**src/rtl/sipo_pkg.sv**
```systemverilog
// Shared constants, state encoding and helpers for the sipo deserializer.
// Optional feature macro: SIPO_DROP_CNT_EN (dropped-symbol counter).
package sipo_pkg;

  localparam int unsigned SYM_W         = 2;
  localparam int unsigned WORD_W        = 16;
  localparam int unsigned SYMS_PER_WORD = WORD_W / SYM_W;
  localparam int unsigned CNT_W         = $clog2(SYMS_PER_WORD + 1);

  typedef enum logic {
    ACCUM = 1'b0,
    FULL  = 1'b1
  } acc_state_e;

  // Left-align a word that holds n symbols by shifting zeros into the unused low slots.
  function automatic logic [WORD_W-1:0] left_align(input logic [WORD_W-1:0] acc,
                                                   input logic [CNT_W-1:0]  n);
    int unsigned shamt;
    shamt = SYM_W * (SYMS_PER_WORD - int'(n));
    return acc << shamt;
  endfunction

endpackage

```
**src/rtl/sipo_out_slot.sv**
```systemverilog
// Single-entry output register with valid/ready handshake; data and partial flag
// are held stable while the consumer stalls.
module sipo_out_slot
  import sipo_pkg::*;
(
  input  logic              clk,
  input  logic              rst,
  input  logic              i_load,
  input  logic [WORD_W-1:0] i_data,
  input  logic              i_partial,
  input  logic              i_ready,
  output logic              o_free,
  output logic              o_valid,
  output logic [WORD_W-1:0] o_data,
  output logic              o_partial
);

  logic              r_valid;
  logic [WORD_W-1:0] r_data;
  logic              r_partial;

  // Free when empty or when the current word leaves this cycle.
  assign o_free    = !r_valid || i_ready;
  assign o_valid   = r_valid;
  assign o_data    = r_data;
  assign o_partial = r_partial;

  always_ff @(posedge clk or posedge rst) begin
    if (rst) begin
      r_valid   <= 1'b0;
      r_data    <= '0;
      r_partial <= 1'b0;
    end else if (i_load) begin
      r_valid   <= 1'b1;
      r_data    <= i_data;
      r_partial <= i_partial;
    end else if (r_valid && i_ready) begin
      r_valid <= 1'b0;
    end
  end

endmodule

```
**src/rtl/sipo.sv**
```systemverilog
// Serial-in/parallel-out deserializer: MSB-first symbols into words, one waiting word plus one
// filling. Define SIPO_DROP_CNT_EN to add the saturating drop_cnt_o counter.
module sipo
  import sipo_pkg::*;
(
  input  logic              clk,
  input  logic              rst,
  input  logic              sym_valid_i,
  input  logic [SYM_W-1:0]  sym_data_i,
  input  logic              flush_i,
  input  logic              word_ready_i,
  output logic              word_valid_o,
  output logic [WORD_W-1:0] word_data_o,
  output logic              word_partial_o,
  output logic              overflow_o,
`ifdef SIPO_DROP_CNT_EN
  output logic [7:0]        drop_cnt_o,
`endif
  input  logic              ovf_clr_i
);

  acc_state_e        r_state, w_state_next;
  logic [WORD_W-1:0] r_acc;
  logic [CNT_W-1:0]  r_cnt;
  logic              r_full_partial;
  logic              r_ovf;

  logic              w_slot_free;
  logic [WORD_W-1:0] w_shift, w_acc_in, w_word;
  logic [CNT_W-1:0]  w_cnt_in;
  logic              w_done_full, w_done_flush, w_done, w_drop;
  logic              w_load, w_load_partial;
  logic [WORD_W-1:0] w_load_data;

  assign w_shift  = {r_acc[WORD_W-SYM_W-1:0], sym_data_i};
  assign w_acc_in = sym_valid_i ? w_shift : r_acc;
  assign w_cnt_in = sym_valid_i ? r_cnt + CNT_W'(1) : r_cnt;

  // A flush landing on the last symbol is just a normal full word.
  assign w_done_full  = (r_state == ACCUM) && sym_valid_i &&
                        (r_cnt == CNT_W'(SYMS_PER_WORD - 1));
  assign w_done_flush = (r_state == ACCUM) && flush_i && !w_done_full && (w_cnt_in != '0);
  assign w_done       = w_done_full || w_done_flush;
  assign w_word       = w_done_full ? w_shift : left_align(w_acc_in, w_cnt_in);
  assign w_drop       = (r_state == FULL) && sym_valid_i;

  always_ff @(posedge clk or posedge rst) begin
    if (rst) r_state <= ACCUM;
    else     r_state <= w_state_next;
  end

  always_comb begin
    w_state_next = r_state;
    case (r_state)
      ACCUM:   if (w_done && !w_slot_free) w_state_next = FULL;
      FULL:    if (w_slot_free) w_state_next = ACCUM;
      default: w_state_next = ACCUM;
    endcase
  end

  always_comb begin
    w_load         = 1'b0;
    w_load_data    = r_acc;
    w_load_partial = r_full_partial;
    case (r_state)
      ACCUM: begin
        if (w_done && w_slot_free) begin
          w_load         = 1'b1;
          w_load_data    = w_word;
          w_load_partial = w_done_flush;
        end
      end
      FULL:    w_load = w_slot_free;
      default: w_load = 1'b0;
    endcase
  end

  always_ff @(posedge clk or posedge rst) begin
    if (rst) begin
      r_acc          <= '0;
      r_cnt          <= '0;
      r_full_partial <= 1'b0;
    end else begin
      case (r_state)
        ACCUM: begin
          if (w_done) begin
            r_acc          <= w_slot_free ? '0 : w_word;
            r_cnt          <= '0;
            r_full_partial <= w_done_flush;
          end else if (sym_valid_i) begin
            r_acc <= w_shift;
            r_cnt <= w_cnt_in;
          end
        end
        FULL: begin
          if (w_slot_free) begin
            r_acc <= '0;
            r_cnt <= '0;
          end
        end
        default: begin
          r_acc <= '0;
          r_cnt <= '0;
        end
      endcase
    end
  end

  // Sticky; a drop in the clear cycle wins.
  always_ff @(posedge clk or posedge rst) begin
    if (rst)            r_ovf <= 1'b0;
    else if (w_drop)    r_ovf <= 1'b1;
    else if (ovf_clr_i) r_ovf <= 1'b0;
  end

  assign overflow_o = r_ovf;

`ifdef SIPO_DROP_CNT_EN
  logic [7:0] r_drop_cnt;

  always_ff @(posedge clk or posedge rst) begin
    if (rst)                                 r_drop_cnt <= '0;
    else if (ovf_clr_i)                      r_drop_cnt <= {7'd0, w_drop};
    else if (w_drop && r_drop_cnt != 8'hFF)  r_drop_cnt <= r_drop_cnt + 8'd1;
  end

  assign drop_cnt_o = r_drop_cnt;
`endif

  sipo_out_slot u_out_slot (
    .clk       (clk),
    .rst       (rst),
    .i_load    (w_load),
    .i_data    (w_load_data),
    .i_partial (w_load_partial),
    .i_ready   (word_ready_i),
    .o_free    (w_slot_free),
    .o_valid   (word_valid_o),
    .o_data    (word_data_o),
    .o_partial (word_partial_o)
  );

endmodule

```
**config.mk**
```make
export PLATFORM = sky130hd
export DESIGN_NAME = sipo
export DESIGN_NICKNAME = d
export VERILOG_FILES = /design/src/rtl/sipo_pkg.sv /design/src/rtl/sipo_out_slot.sv /design/src/rtl/sipo.sv
export SDC_FILE = /design/constraint.sdc
export NUM_CORES = 1
export LEC_CHECK = 0
export ABC_AREA = 0
export CAP_MARGIN = 30
export CELL_PAD_IN_SITES_DETAIL_PLACEMENT = 1
export CELL_PAD_IN_SITES_GLOBAL_PLACEMENT = 1
export CORE_UTILIZATION = 44
export CTS_CLUSTER_DIAMETER = 30
export DETAILED_ROUTE_END_ITERATION = 10
export HOLD_SLACK_MARGIN = 0.02
export PLACE_DENSITY = 0.83
export SLEW_MARGIN = 20
export SYNTH_ARGS = -nofsm -noshare
export SYNTH_HDL_FRONTEND = slang
export SYNTH_SLANG_ARGS = --single-unit
```
**constraint.sdc**
```tcl
create_clock -name clk -period 3.5 [get_ports clk]
set_clock_uncertainty 0.1 [all_clocks]
set_input_delay 0.35 -clock clk [delete_from_list [all_inputs] [get_ports clk]]
set_output_delay 0.35 -clock clk [all_outputs]
set_load 0.02 [all_outputs]
```
==> results.yml <==
outcome:
  run_status: "completed"
drt:
  dr.first_iter.drc_count: 186
  post_dr_vias_cell: 6.50
  drt_first_pass_iters: 5
  drt_drc_violations_left: 0
  antenna_violating_nets_post_route: 0
  routed_wire_length_per_instance_um: 20.9
  finalWirelength_mm: 8.70
  route.vias.total: 2709
synthesis:
  mappedNetlistNets: 330
  fraction_of_registers_with_async_set_reset_pct: 100
  synth-seq-area-share_pct: 36.8
  dominant_register_cell_in_the_synthesized_netlist: "sky130_fd_sc_hd__dfrtp_1"
  synth.avg_cell_area_um2: 8.72
  synth-edff-count: 0
  postSynthRegisterBits: 41
  synthesis.yosys.warnings: 0
  mappedNetlistArea_um2: 2790
  synth.lib_cells_used.distinct: 50
  synth_cells: 320
setup_path:
  cp-start-kind: "flip-flop"
  critical_path_required_ns: 3.56
  worst-endpoint-arrival_ns: 2.95
  timing_worst_setup_path_type: "flip-flop to flip-flop"
  crit_path_max_fanout: 14
  cp-end-kind: "flip-flop"
placed_design:
  dp_hpwl_mm: 5.90
  io_buffers: 26
  detailed_place.area_um2: 3110
  gp_congestion: 0.882
clock_network:
  cts_hold_buffers: 0
  cts_max_path_bufs: 2
  clock_latency_ns: 0.31
  cts.sinks: 41
  clk_pin_slew_worst_paths_ns: 0.09
  h-tree-depth: 2
  tritoncts: "done"
  postCtsSetupRepairBufs: 0
  cts-root-buf: "sky130_fd_sc_hd__clkbuf_8"
  post_cts.resized_instances: 0
  tritoncts.num_buffers: 5
grt:
  all_layer_gr_usage_pct: 28.4
  largest_net_degree_at_the_start_of_global_routing: 42
  grt_antenna_before_repair: 0
  grt_first_pass_wirelength_mm: 14.2
  grt_overflow_total: 0
  grt_pass1_vias: 2689
finish:
  fraction_of_final_layout_cells_sized_beyond_drive_strength_1_pct: 11.7
  finalNetCount: 351
  flow.area_growth_from_synthesis_pct: 14.5
  post-route-cell-area_um2: 3200
  antenna_diode_count: 0
  top_library_cells_by_usage_in_the_layout_fill_and_taps_aside: "sky130_fd_sc_hd__dfrtp_1, sky130_fd_sc_hd__nand2_1, sky130_fd_sc_hd__o21ai_0"
  final_common_cell: "sky130_fd_sc_hd__dfrtp_1"
floorplan:
  io_pins: 27
  dieArea_um2: 6670
  floorplan.die.width_um: 81.7
  die_y_um: 81.7
  core_area_um2: 6030
  rows: 28
  start_util_pct: 46.3
sta:
  achievable-frequency_mhz: 346
  final_max_slew_violation_count: 0
  period_share_pct: 82.6
  layout_min_cycle_time_ns: 2.89
  final_hold_viol_count: 0
  tns_ns: 0
  finalSetupViolCount: 0
  max_slew.worst_pin.slew_ns: 0.860
  grt_setup_unrepaired: "false"
  headroom_to_the_max_slew_limit_pct: 42.1
power:
  power.leakage_nw: 1.29
  max-vdd-ir-drop_v: 0.000458
  powerDensity_nw_per_um2: 901
job:
  max_cap_viol_count: 0
min_path:
  hold_class: "input pin to asynchronous set/reset pin"
==> worst max-delay path, stage by stage, from the launching register on <==
cell                       delay (ns)
sky130_fd_sc_hd__dfrtp_1         0.45
sky130_fd_sc_hd__ha_1            0.34
sky130_fd_sc_hd__mux2i_1         0.09
sky130_fd_sc_hd__ha_1            0.60
sky130_fd_sc_hd__inv_1           0.34
sky130_fd_sc_hd__o211ai_1        0.17
sky130_fd_sc_hd__o21ai_0         0.19
sky130_fd_sc_hd__o211ai_1        0.31
sky130_fd_sc_hd__o21ai_0         0.14
==> per-stage QoR <==
stage / hold slack (ns) / utilization (%) / instances / power (W) / setup WS (ns)
global route: 0.415 / 53.0 / 417 / 0.00307 / 0.444
global placement: 0.378 / 51.6 / 409 / 0.00246 / 0.449
floorplan: 0.346 / - / 320 / 0.00197 / 0.875
finish: 0.382 / 53.0 / 417 / 0.00288 / 0.608
detailed placement: 0.384 / 51.6 / 409 / 0.00254 / 0.367
CTS: 0.405 / 53.0 / 417 / 0.00287 / 0.626
==> final timing paths <==
path / start / end / slack, ns / depth (start not counted)
hold reg to reg: u_out_slot.o_partial / u_out_slot.o_partial / 0.40 / 1
min in group clk: u_out_slot.o_partial / u_out_slot.o_partial / 0.40 / 1
setup reg to reg: r_cnt[1] / r_acc[14] / 0.61 / 8
setup / recovery: r_cnt[1] / r_acc[14] / 0.61 / 8
hold / removal: rst / u_out_slot.o_data[10] / 0.38 / 3
max in group asynchronous: rst / u_out_slot.o_valid / 2.54 / 3
==> cell usage after synthesis (3+ instances only) <==
| master | number | area, µm² |
|---|---|---|
| sky130_fd_sc_hd__buf_2 | 9 | 45.0 |
| sky130_fd_sc_hd__nor2_1 | 15 | 56.3 |
| sky130_fd_sc_hd__o211ai_1 | 4 | 30.0 |
| sky130_fd_sc_hd__nor3_1 | 17 | 85.1 |
| sky130_fd_sc_hd__a22o_1 | 3 | 26.3 |
| sky130_fd_sc_hd__or3_1 | 7 | 43.8 |
| sky130_fd_sc_hd__nand2_1 | 37 | 139 |
| sky130_fd_sc_hd__inv_1 | 8 | 30.0 |
| sky130_fd_sc_hd__dfrtp_1 | 41 | 1030 |
| sky130_fd_sc_hd__nand3_1 | 8 | 40.0 |
| sky130_fd_sc_hd__a32oi_1 | 5 | 43.8 |
| sky130_fd_sc_hd__mux2_2 | 8 | 90.1 |
| sky130_fd_sc_hd__buf_4 | 4 | 30.0 |
| sky130_fd_sc_hd__mux2i_1 | 19 | 190 |
| sky130_fd_sc_hd__a221oi_1 | 8 | 70.1 |
| sky130_fd_sc_hd__o21ai_1 | 5 | 25.0 |
| sky130_fd_sc_hd__clkbuf_1 | 9 | 33.8 |
| sky130_fd_sc_hd__xnor2_1 | 4 | 35.0 |
| sky130_fd_sc_hd__nand2b_1 | 4 | 25.0 |
| sky130_fd_sc_hd__a21oi_1 | 23 | 115 |
| sky130_fd_sc_hd__a22oi_1 | 10 | 75.1 |
| sky130_fd_sc_hd__a211oi_1 | 3 | 22.5 |
| sky130_fd_sc_hd__a31oi_1 | 4 | 25.0 |
| sky130_fd_sc_hd__o21a_1 | 3 | 22.5 |
| sky130_fd_sc_hd__o21ai_0 | 30 | 150 |
==> power breakdown <==
part / switching (W) / internal [W] / leakage, nW / total [W]
Clock: 0.000190 / 0.000138 / 0.0439 / 0.000328
Sequential: 0.000183 / 0.000644 / 0.519 / 0.000827
Combinational: 0.00106 / 0.000666 / 0.725 / 0.00172
==> registers in the layout (all words and copies together), names as in the netlist <==
| register | count |
|---|---|
| overflow_o | 1 |
| r_acc | 16 |
| r_cnt | 4 |
| r_full_partial | 1 |
| r_state | 1 |
| u_out_slot.o_data | 16 |
| u_out_slot.o_partial | 1 |
| u_out_slot.o_valid | 1 |
==> cells by family after synthesis <==
| family | Yosys count | share of synthesized area (%) |
|---|---|---|
| buf+inv | 32 | 5.78 |
| fa+ha+maj | 2 | 0.896 |
| flops | 41 | 36.8 |
| simple gates | 100 | 17.1 |
| xor+xnor | 7 | 2.47 |
| compound gates | 110 | 26.1 |
| mux | 28 | 10.8 |
==> layout make-up <==
cell class | instances | area [µm²]
Clock buffer | 5 | 68.8
Clock inverter | 3 | 17.5
Fill cell | 743 | 2830
Inverter | 8 | 30.0
Multi-Input combinational cell | 247 | 1610
Sequential cell | 41 | 1030
Tap cell | 75 | 93.8
Timing Repair Buffer | 38 | 350
==> metal layers <==
| layer | wire length, µm | GRT usage (%) |
|---|---|---|
| met3 | 448 | 4.22 |
| met1 | 3990 | 38.7 |
| met5 | 0 | 0 |
| met2 | 4120 | 46.1 |
| met4 | 132 | 9.30 |
No activity file was read; power rests on OpenSTA's default activity.
==> patch 1 (same flow settings) <==
Change the package constant `SYM_W` from 2 to 8.
--- a/src/rtl/sipo_pkg.sv
+++ b/src/rtl/sipo_pkg.sv
@@ -2,7 +2,7 @@
 // Optional feature macro: SIPO_DROP_CNT_EN (dropped-symbol counter).
 package sipo_pkg;
 
-  localparam int unsigned SYM_W         = 2;
+  localparam int unsigned SYM_W         = 8;
   localparam int unsigned WORD_W        = 16;
   localparam int unsigned SYMS_PER_WORD = WORD_W / SYM_W;
   localparam int unsigned CNT_W         = $clog2(SYMS_PER_WORD + 1);
Interface: changed (resized sym_data_i); port bits go from 27 to 33. The function was not compared with the original's and may differ.
==> patch 1 against the unedited design <==
Design area fell by 6.8%. Critical endpoint is now r_acc[7]. Area after synthesis fell by 9.2%. Wire length fell by 15%. Worst hold slack improved by 0.0083 ns. Setup slack improved by 0.16 ns. Total power fell by 3.9%. Critical path type is now input pin to flip-flop. Count of clock-buffer cells in the layout rose by 1. Global-route usage fell by 2.4 points. Sequential cell count fell by 2.
==> patch 1: results (changes against the unedited design) <==
metric;value;unit;change
synth_xor_area_frac;0.00346;;was 0.0247
power.leakage;1.14;nW;was 1.29 nW
synth_cell_type_count;47;;was 50
netlist_top_cells_area;dfrtp_1 (38%), a22oi_1 (8.9%), o21ai_1 (6.1%);;was dfrtp_1 (37%), mux2i_1 (6.8%), o21ai_0 (5.4%)
synth-main-ff-cell;dfrtp_1;;unchanged
synth_mux_area_frac;0.0350;;was 0.108
crit_slowest_cell;clkdlybuf4s50_1;;was ha_1
antenna_cells;0;;unchanged
nets;301;;was 351
comb-power;1.63;mW;was 1.72 mW
p_per_area;929;nW/um^2;was 901 nW/um^2
ys_seq_area_frac;0.385;;was 0.368
overflow;0;;unchanged
status;completed;;unchanged
swShare;0.487;;was 0.497
drive_gt1_frac;0.161;;was 0.117
cp.arrival;2.84;ns;was 2.95 ns
hold_ws;0.390;ns;was 0.382 ns
fin_crit_sh;0.781;;was 0.826
critical_path.startpoint;sym_valid_i;;was r_cnt[1]
synth.avg_cell_area;10.1;um^2;was 8.72 um^2
critPathTopFamily;buffers and inverters;;was adder cells
holdCritPathClass;input pin to async pin;;unchanged
peakVddDrop;422;uV;was 458 uV
synth_fp_nets;269;;was 330
synth-compound-area-share;0.350;;was 0.261
synth_fa_ha_area_frac;0.0148;;was 0.00896
track_usage;0.260;;was 0.284
antenna_found_initial;0;;unchanged
path_max_fanout;18;;was 14
r2r-start;r_cnt[0];;was r_cnt[1]
post-place-ws;0.492;ns;was 0.367 ns
r2r_slack;0.82;ns;was 0.61 ns
ctsLongestPathBuffers;2;;unchanged
cp_slowest_stage_delay;0.73;ns;was 0.60 ns
num_vias;2224;;was 2709
io_buffers;32;;was 26
gp_congestion;0.813;;was 0.882
clk-power;0.312;mW;was 0.328 mW
wire_per_inst;20.7;um;was 20.9 um
grt_max_degree;40;;was 42
drtIter0Drc;163;;was 186
drt-pass1-iter-count;4;;was 5
cts.clk_slew.worst_paths;0.09;ns;about the same
r2r_cells;7;;was 8
r2r-end;r_acc[7];;was r_acc[14]
clk-insertion-delay-late;0.30;ns;
synthArstFlopShare;1.00;;unchanged
grt_pass1_vias;2253;;was 2689
synth_common_cells;dfrtp_1 (39), o21ai_1 (31), a22oi_1 (30);;was dfrtp_1 (41), nand2_1 (37), o21ai_0 (30)
relSlewSlack;0.442;;was 0.421
postCtsSetupBuffers;0;;unchanged
fin_cells;357;;was 417
placed_area;2880;um^2;was 3110 um^2
dp_hpwl;5230;um;was 5900 um
dp.cells;348;;was 409
grt_pass1_wl;12100;um;was 14200 um
patch 1: cell types whose count changed after synthesis, sizes merged, moves of 15 or more:
cell / before / now
mux2i: 19 / 1
a22oi: 11 / 31
a21oi: 23 / 3
nor3: 17 / 2
nand2: 39 / 23
nand2b: 4 / 20
patch 1: cell type report:
cell class | count | area (um^2)
Multi-Input combinational cell | 190 | 1410
Tap cell | 72 | 90.1
Clock inverter | 2 | 12.5
Timing Repair Buffer | 41 | 395
Fill cell | 653 | 2560
Sequential cell | 39 | 976
Inverter | 7 | 26.3
Clock buffer | 6 | 72.6
patch 1: per-layer routing:
| metal | global-route usage | vias up | part of all wire |
|---|---|---|---|
| li1 | - | 1026 | - |
| met1 | 0.353 | 1132 | 0.47 |
| met2 | 0.420 | 57 | 0.48 |
| met3 | 0.0506 | 9 | 0.036 |
| met4 | 0.0741 | 0 | 0.016 |
| met5 | 0 | - | 0 |
patch 1: tightest hold or removal path: cells and delay by family:
kind                   cells  cell delay (ns)
buffers and inverters      3             0.90
==> patch 2 (config.mk and constraints unchanged) <==
Without the edit above. Put one more register stage on the output `overflow_o`, without a reset. The value now appears one clock later. The other outputs are not delayed to match.
--- a/src/rtl/sipo.sv
+++ b/src/rtl/sipo.sv
@@ -113,7 +113,9 @@
     else if (ovf_clr_i) r_ovf <= 1'b0;
   end
 
-  assign overflow_o = r_ovf;
+  always_ff @(posedge clk) begin
+    overflow_o <= r_ovf;
+  end
 
 `ifdef SIPO_DROP_CNT_EN
   logic [7:0] r_drop_cnt;
Function: changed (Yosys sat finds a counterexample within 4 cycles, from zero or initial values and one cycle with rst high).
==> patch 2 against the unedited design <==
Setup slack better by 0.092 ns. Area after synthesis is 0.72% higher. Wire length is 1.9% higher. Fmax is 3.3% higher. Highest routed layer unchanged. Largest cell class unchanged. Total power is 4.0% higher. Critical path type unchanged. Sequential cell count is 1 higher. Design area is 1.6% higher. Die area is 0.70% higher.
==> patch 2: results (changes against the unedited design) <==
metric;value;unit;change
nets;353;;was 351
drtIter0Drc;194;;was 186
cts_resized;0;;unchanged
track_usage;0.295;;was 0.284
root_buffer;clkbuf_8;;unchanged
syn_inst;321;;was 320
postCtsSetupBuffers;0;;unchanged
min_path_cells;0;;
antenna_found_initial;0;;unchanged
cts-buffers-inserted;5;;unchanged
drive_gt1_frac;0.119;;was 0.117
relSlewSlack;0.461;;was 0.421
synth_cell_type_count;51;;was 50
dp_hpwl;6120;um;was 5900 um
whs_endpoint;overflow_o;;
fillCellCount;735;;was 743
r2r_cells;7;;was 8
r2r-end;r_acc[14];;unchanged
r2r_slack;0.70;ns;was 0.61 ns
netlist_top_cells_area;dfrtp_1 (36%), mux2i_1 (6.8%), o21ai_0 (5.3%);;was dfrtp_1 (37%), mux2i_1 (6.8%), o21ai_0 (5.4%)
grt_pass1_wl;14800;um;was 14200 um
synth_warnings;0;;unchanged
status;completed;;unchanged
synthArstFlopShare;0.976;;was 1.00
grt_pass1_vias;2835;;was 2689
fin_cells;419;;was 417
peakVddDrop;446;uV;was 458 uV
antenna_cells;0;;unchanged
crit_type;flip-flop to flip-flop;;unchanged
grt_max_degree;33;;was 42
drt-pass1-iter-count;4;;was 5
holdCritPathClass;flip-flop to flip-flop;;was input pin to async pin
synth_fp_nets;331;;was 330
ctsLongestPathBuffers;2;;unchanged
clk-insertion-delay-late;0.30;ns;
path_max_fanout;12;;was 14
r2r-start;r_cnt[1];;unchanged
gp_congestion;0.883;;was 0.882
ys_seq_area_frac;0.372;;was 0.368
power.leakage;1.31;nW;was 1.29 nW
htreeDepth;2;;unchanged
synth_common_cells;dfrtp_1 (41), nand2_1 (37), o21ai_0 (30);;unchanged
wire_per_inst;21.1;um;was 20.9 um
dp.cells;411;;was 409
cts.clk_slew.worst_paths;0.09;ns;about the same
num_vias;2728;;was 2709
io_buffers;26;;unchanged
hp-start;r_ovf;;
swShare;0.483;;was 0.497
patch 2: cell count changes in the layout (fill, tap and decap cells not counted):
cell        unedited run  this run
buf_4                 12        13
dfxtp_1                0         1
bufinv_16              0         1
clkinvlp_4             1         0
patch 2: metal layers:
metal | global-route usage | wire length [um] | vias up
li1 | - | - | 1238
met1 | 0.399 | 4040 | 1398
met2 | 0.479 | 4240 | 75
met3 | 0.0456 | 412 | 17
met4 | 0.0965 | 168 | 0
met5 | 0 | 0 | -
patch 2: how the worst max path moves through the flow:
stage,slack [ns],cells past startpoint,endpoint
6_report,0.70,7,r_acc[14]
5_1_grt,0.55,9,u_out_slot.o_data[12]
4_1_cts,0.77,7,r_acc[14]
3_5_place_dp,0.50,8,u_out_slot.o_data[11]
3_3_place_gp,0.59,7,u_out_slot.o_data[6]
2_1_floorplan,0.88,10,u_out_slot.o_data[12]
patch 2: cells by family (layout without fill, tap and decap cells):
kind of cell,after synthesis,count (layout),share of synthesized area
compound gates,110,110,0.259
simple gates,100,100,0.170
flops,42,42,0.372
buf+inv,32,55,0.0574
mux,28,28,0.108
xor+xnor,7,7,0.0245
fa+ha+maj,2,2,0.00890
patch 2: final cells by class:
cell class                      count  share of cell area
Multi-Input combinational cell    247               0.496
Tap cell                           75              0.0289
Inverter                            8             0.00925
Timing Repair Buffer               39               0.110
Sequential cell                    42               0.322
Clock buffer                        5              0.0212
Clock inverter                      3              0.0123
patch 2: power groups by stage:
stage                     Sequential (mW)  Combinational (mW)  Clock (mW)
after floorplan                     0.915                1.07           0
after global placement              0.833                1.68           0
after detailed placement            0.845                1.74           0
after CTS                           0.836                1.75       0.398
after global routing                0.863                1.91       0.412
final                               0.839                1.77       0.390
patch 2: through the flow:
stage | power, mW | instance area (um^2) | utilization | hold WS [ns] | worst slack, ns
CTS | 2.99 | 3250 | 0.539 | 0.279 | 0.773
global route | 3.19 | 3250 | 0.539 | 0.296 | 0.553
floorplan | 1.98 | 2810 | - | 0.247 | 0.875
detailed placement | 2.59 | 3140 | 0.521 | 0.259 | 0.503
global placement | 2.51 | 3140 | 0.521 | 0.256 | 0.588
finish | 3.00 | 3250 | 0.539 | 0.278 | 0.700
patch 2: worst max-delay path, stage by stage (launching register included):
cell      delay [ns]
dfrtp_1         0.44
ha_1            0.34
mux2i_1         0.08
ha_1            0.47
inv_1           0.27
o21ai_0         0.58
o211ai_1        0.21
o21ai_0         0.21
